$ cat src/rtl/pc_gen_predictor.sv
// Fetch-stage next-PC generator with a bimodal 2-bit BHT and a tagged BTB,
// trained and redirected by branch resolution from the execute stage.
module pc_gen_predictor #(
  parameter int              PC_W    = 32,
  parameter int              IDX_W   = 4,
  parameter logic [PC_W-1:0] INIT_PC = '0,
  parameter int              CNT_W   = 16
) (
  input  logic             clk,
  input  logic             reset,
  input  logic             stall,
  input  logic             resolve_valid,
  input  logic             resolve_is_branch,
  input  logic [PC_W-1:0]  resolve_pc,
  input  logic             resolve_taken,
  input  logic [PC_W-1:0]  resolve_target,
  input  logic             resolve_mispredict,
  input  logic [PC_W-1:0]  resolve_next_pc,
  output logic [PC_W-1:0]  PC,
  output logic             pred_taken,
  output logic [PC_W-1:0]  pred_target,
  output logic [CNT_W-1:0] branch_count,
  output logic [CNT_W-1:0] mispredict_count
);

  localparam int               DEPTH   = 2 ** IDX_W;
  localparam int               TAG_W   = PC_W - IDX_W;
  localparam logic [CNT_W-1:0] CNT_MAX = '1;

  logic [1:0]       bht        [DEPTH];
  logic [DEPTH-1:0] btb_valid;
  logic [TAG_W-1:0] btb_tag    [DEPTH];
  logic [PC_W-1:0]  btb_target [DEPTH];

  logic [IDX_W-1:0] idx;
  logic [TAG_W-1:0] tag;
  logic             hit;
  logic [IDX_W-1:0] r_idx;
  logic             redirect;
  logic             train;

  // Lookup reads the registered tables, so a same-cycle write is seen next cycle.
  assign idx         = PC[IDX_W-1:0];
  assign tag         = PC[PC_W-1:IDX_W];
  assign hit         = btb_valid[idx] && (btb_tag[idx] == tag);
  assign pred_taken  = hit && bht[idx][1];
  assign pred_target = pred_taken ? btb_target[idx] : PC + PC_W'(1);

  assign r_idx    = resolve_pc[IDX_W-1:0];
  assign redirect = resolve_valid && resolve_mispredict;
  assign train    = resolve_valid && resolve_is_branch;

  // NOTE: sequential state uses non-blocking assignments so every register
  // samples pre-edge values regardless of block ordering.
  always_ff @(posedge clk) begin
    if (reset) begin
      PC               <= INIT_PC;
      branch_count     <= '0;
      mispredict_count <= '0;
    end else begin
      if (redirect)   PC <= resolve_next_pc;
      else if (!stall) PC <= pred_target;

      if (train && branch_count != CNT_MAX)
        branch_count <= branch_count + CNT_W'(1);
      if (redirect && mispredict_count != CNT_MAX)
        mispredict_count <= mispredict_count + CNT_W'(1);
    end
  end

  always_ff @(posedge clk) begin
    if (reset) begin
      for (int i = 0; i < DEPTH; i++) bht[i] <= 2'b01;
      btb_valid <= '0;
    end else if (train) begin
      if (resolve_taken) begin
        if (bht[r_idx] != 2'b11) bht[r_idx] <= bht[r_idx] + 2'd1;
        btb_valid[r_idx] <= 1'b1;
      end else if (bht[r_idx] != 2'b00) begin
        bht[r_idx] <= bht[r_idx] - 2'd1;
      end
    end
  end

  // NOTE: tag/target storage is deliberately not reset; the valid bits
  // gate every use, so the payload may hold stale data after reset.
  always_ff @(posedge clk) begin
    if (!reset && train && resolve_taken) begin
      btb_tag[r_idx]    <= resolve_pc[PC_W-1:IDX_W];
      btb_target[r_idx] <= resolve_target;
    end
  end

endmodule
$ cat config.mk
export PLATFORM = sky130hd
export DESIGN_NAME = pc_gen_predictor
export DESIGN_NICKNAME = d
export VERILOG_FILES = /design/src/rtl/pc_gen_predictor.sv
export SDC_FILE = /design/constraint.sdc
export NUM_CORES = 1
export LEC_CHECK = 0
export ABC_AREA = 0
export CAP_MARGIN = 0
export CORE_AREA = 2 2 272 328
export CTS_BUF_LIST = sky130_fd_sc_hd__clkbuf_4
export CTS_CLUSTER_SIZE = 28
export DETAILED_ROUTE_END_ITERATION = 6
export DIE_AREA = 0 0 274 330
export DONT_BUFFER_PORTS = 1
export GPL_ROUTABILITY_DRIVEN = 0
export SYNTH_ARGS = -nofsm -noshare
export SYNTH_HDL_FRONTEND = slang
export SYNTH_SLANG_ARGS = --single-unit
$ cat constraint.sdc
create_clock -name clk -period 10.17 [get_ports clk]
set_input_delay 1.5255 -clock clk [delete_from_list [all_inputs] [get_ports clk]]
set_output_delay 1.5255 -clock clk [all_outputs]
set_load 0.02 [all_outputs]
Word-level counts from Yosys, hierarchy flattened:

Memory sizes are Yosys's and may differ from the RTL's. A register that Yosys moved wholly into a read port is not among the register bits.
Index checks and enable logic that the tools add are counted.

* RAM bits: 992
* memories kept: 3
* bits in registers: 80
* input port bits: 103
* output and inout port bits: 97

* bitwise gates (word level): 2
* equality and inequality tests: 5
* mux-type cells: 31
* magnitude comparators: 3
* $add $sub $neg: 5
* reductions and logical operators: 13

Memory list
* btb_target: words 16, width 32, read ports 1, clocked after memory_dff 1, wr ports 1, RTL line 33 `logic [PC_W-1:0] btb_target [DEPTH];`
* btb_tag: words 16, width 28, read ports 1, clocked after memory_dff 1, wr ports 1, RTL line 32 `logic [TAG_W-1:0] btb_tag [DEPTH];`
* bht: words 16, width 2, read ports 2, clocked after memory_dff 1, wr ports 16, RTL line 30 `logic [1:0] bht [DEPTH];`

Operator list (number)
* $mux W32: 3
* $add A16 B1 Y16 const B: 2
* $add A32 B1 Y32 const B: 1
* $ne A16 B16 Y1 const B: 2
* $eq A28 B28 Y1: 1
* $mux W4: 7
* $mux W1: 17
* $or A16 B16 Y16: 1
* $lt A4 B5 Y1 const B: 2
* $logic_and A1 B1 Y1: 9
* $bmux W1 S4: 1
* $demux W1 S4: 1
* $ge A4 B1 Y1 const B: 1
* $mux W2: 2
* $add A2 B1 Y2 const B: 1
* $ne A2 B1 Y1 const B: 1
* $ne A2 B2 Y1 const B: 1
* $reduce_and A2 Y1: 1
* $reduce_bool A2 Y1: 1
* $reduce_or A2 Y1: 1
* $sub A2 B1 Y2 const B: 1
* $logic_not A1 Y1: 1
* $or A1 B1 Y1: 1

Longest topological paths before layout:

An unclocked memory read counts as a cell.

* depth in word-level cells: 10
* depth in mapped cells: 16
* mapped depth without buffers: 10

Worst setup path after synthesis:

No wires, ideal clock.

* path kind: in2reg
* start point: in resolve_pc[0]
* end point: mem btb_tag[13][0] in the netlist's numbering (enable)
* required time: 9.692 ns
* arrival: 5.278 ns
* setup time: 0.478 ns
* path slack: 4.414 ns
* stages: 5
* buffers on the path: 2
* cells stage by stage: clkbuf_1 -> clkbuf_1 -> nor2b_1 -> nand2_1 -> nor2_1

RTL lines
* start: declaration: RTL line 14 `input logic [PC_W-1:0] resolve_pc,`
* end: declaration: RTL line 32

No word-level cell before the write port.

==> key figures <==
Status
  – Status: finished, final reports clean

Floorplan
  – Die X: 274 µm
  – Chip Height: roughly 330 µm
  – Die area: 0.0904 mm²
  – Initial Utilization: 0.497
  – # IOs: 200
  – Core area: 0.0873 mm²
  – # rows: 119

STA
  – Actual slew at the worst max-slew pin: between 1 and 1.5 ns
  – RSZ-0062 raised after global routing: false
  – Slew Limit Fails: 0
  – Final Cycle Share: 0.803
  – Worst slew margin: 0.247
  – PnR worst setup slack: 2.01 ns
  – Hold slack: 0.474 ns
  – Fmax: 0.122 GHz
  – Final hold vios: 0
  – Final setup viols: 0
  – Fin Clk Skew: 0.0904 ns
  – Final min period: 8.16 ns
  – TNS Setup: 0 ns

Yosys
  – Area contributors post-synth: edfxtp_1 (69%), mux4_2 (14%), dfxtp_1 (3.9%)
  – Post-synth top area share: 0.687
  – Synth Instances: 2212
  – FFs w/ async S/R, synth: 0
  – EDFF count, synth: 992
  – Post-synth top cells: edfxtp_1 (992), mux4_2 (263), nor2_1 (92)
  – Top-count cell post-synth: edfxtp_1
  – Cell variety after synth: 66
  – Seq/Total Area, Yosys: 0.726
  – FF+latch count, synth: about 1100
  – Cell taking the most area after synthesis: edfxtp_1
  – Synth Cell Area: 0.0434 mm²
  – Yosys warns: 0
  – Post-Syn Area per Cell: 19.6 µm²
  – Post-synth top flop: edfxtp_1
  – Mapped Nets: 2318

Global routing
  – Pin count of the biggest net entering global routing: 111
  – Total track usage: 0.257
  – Vias in the first global route: about 24000
  – First-pass GRT wire length: 164000 µm
  – Initial antenna violation count: 3
  – Overflow after GRT: 0

Hold path
  – Hold_sp: btb_valid[5]
  – HP Class: reg -> reg

Power and ir drop
  – Pwr/cell area: 189 mW/mm²
  – Gate power share: 0.063
  – Maximum VDD drop: 114 µV
  – Sequential Power Share: 0.540
  – Net switching power: ~2.0 mW
  – Pleak: between 15 and 20 nW
  – Power, Total: about 9.1 mW
  – Clk pwr share: 0.397
  – P_int: 7.08 mW
  – Sw Ratio: 0.223

Route
  – Number of DRC markers in iteration 0: 2394
  – Avg Vias per Cell: 6.17
  – Antenna Nets Post-Route: 0
  – Routed WL per cell: 30.4 µm
  – Routed wire length: 114000 µm
  – DR pass1 iterations: 6
  – DR vias: around 23000
  – DRC: 0

CTS
  – CTS tree: yes
  – Total CTS buffers: 286
  – Cts hold-fix bufs: 0
  – Root buf cell: clkbuf_4
  – Htree depth: 5
  – Post-CTS Setup Repair Bufs: 0
  – Max clock buf depth: 4
  – Reg clk slew, reported paths: 0.06 ns
  – Post_cts resized: 0
  – Clock latency on the worst-skew pair: 1.11 ns
  – Clk sinks: 1076

Worst setup path
  – Worst path required time: 8.64 ns
  – Reg2reg path depth: 10
  – Worst Setup Path Type: reg -> out
  – Crit start category: flop
  – Worst Setup EP: pred_target[25]
  – CP Max Fanout: 110
  – CP Capture Type: output pin
  – Worst EP arrival: 6.64 ns
  – Reg2reg setup slack: 4.20 ns

Layout
  – Share of cells above drive strength 1: 0.311
  – Layout Cells excl Fill: about 3700
  – Design area: 0.0481 mm²
  – Synthesis-to-finish area growth: 11.0%
  – Final Util: 0.552
  – Fin nets: approximately 2500
  – # fillers: roughly 6800

Placement
  – Placed Area: 0.0447 mm²
  – DP HPWL: 64600 µm
  – Pre-CTS setup slack: 3.20 ns
  – Cell Count Post-Placement: 3283
  – I/O Buffers: 0

Run
  – Max Cap Viol: 0
-- worst min-delay path by stage --
stage | to | slack, ns | cells after the start
after floorplan | btb_valid[15] | 0.44 | 2
after global placement | btb_valid[15] | 0.45 | 2
after detailed placement | btb_valid[5] | 0.46 | 2
after CTS | branch_count[10] | 0.34 | 1
after global routing | branch_count[11] | 0.38 | 1
final | btb_valid[5] | 0.47 | 2
-- worst max-delay path: stages (launching register included) --
cell and delay, ns:
dfxtp_4 0.86, buf_12 0.54, nor2b_1 0.42, a221oi_1 0.72, a21oi_1 0.30, xnor2_1 0.22
nand4bb_1 0.31, nor4_4 0.57, buf_4 0.66, mux2i_1 0.60
-- cell type report --
type / count / area [µm²] / area share
Clock buffer: 402 / 3020 / 0.0627
Inverter: 26 / 100 / 0.00208
Tap cell: 1149 / 1440 / 0.0299
Clock inverter: 56 / 378 / 0.00785
Timing Repair Buffer: 54 / 443 / 0.00920
Sequential cell: 1076 / 31500 / 0.654
Multi-Input combinational cell: 978 / 11300 / 0.234
Antenna cell: 4 / 10.0 / 0.000208
-- placed cells by master (no fill, tap or decap), drive strengths merged, types with 12 or more instances in the layout --
cell	n
dfxtp	84
edfxtp	992
clkinv	47
a21oi	17
a221oi	12
nand4	14
mux2	34
xnor2	49
and3	17
nor2	92
o21ai	17
nor3	15
a21o	33
nand2	65
o21bai	16
buf	54
o22ai	17
mux2i	75
xor2	27
or3	13
inv	29
a22o	35
mux4	272
clkbuf	402
nand3	57
-- registers in the layout, summed over array words and instances, names as in the netlist, named ones only --
| signal | flops |
|---|---|
| btb_target | 512 |
| PC | 32 |
| bht | 32 |
| branch_count | 16 |
| btb_valid | 16 |
| mispredict_count | 16 |
| btb_tag | 448 |
-- per-layer routing --
metal / GRT usage / share of wire
met2: 0.425 / 0.50
met3: 0.0707 / 0.090
met1: 0.339 / 0.40
met4: 0.0671 / 0.014
met5: 0 / 0
-- cell families (layout without fill, tap and decap cells) --
family / Yosys count / in the layout / synth area share
compound gates: 178 / 178 / 0.0304
xor+xnor: 76 / 76 / 0.0154
fa+ha+maj: 3 / 3 / 0.000866
buf+inv: 158 / 538 / 0.0173
flops: 1076 / 1076 / 0.726
mux: 381 / 381 / 0.170
other cells: 0 / 4 / 0
simple gates: 340 / 340 / 0.0398
-- power by group through the flow --
stage / logic, mW / clock network, mW / registers, mW
3_3_place_gp: 0.575 / 0 / 5.01
2_1_floorplan: 0.453 / 0 / 4.97
4_1_cts: 0.576 / 3.72 / 4.92
6_report: 0.569 / 3.62 / 4.92
3_5_place_dp: 0.574 / 0 / 5.02
5_1_grt: 0.603 / 3.94 / 4.92
Note: power is estimated with default switching activity, not from simulation.
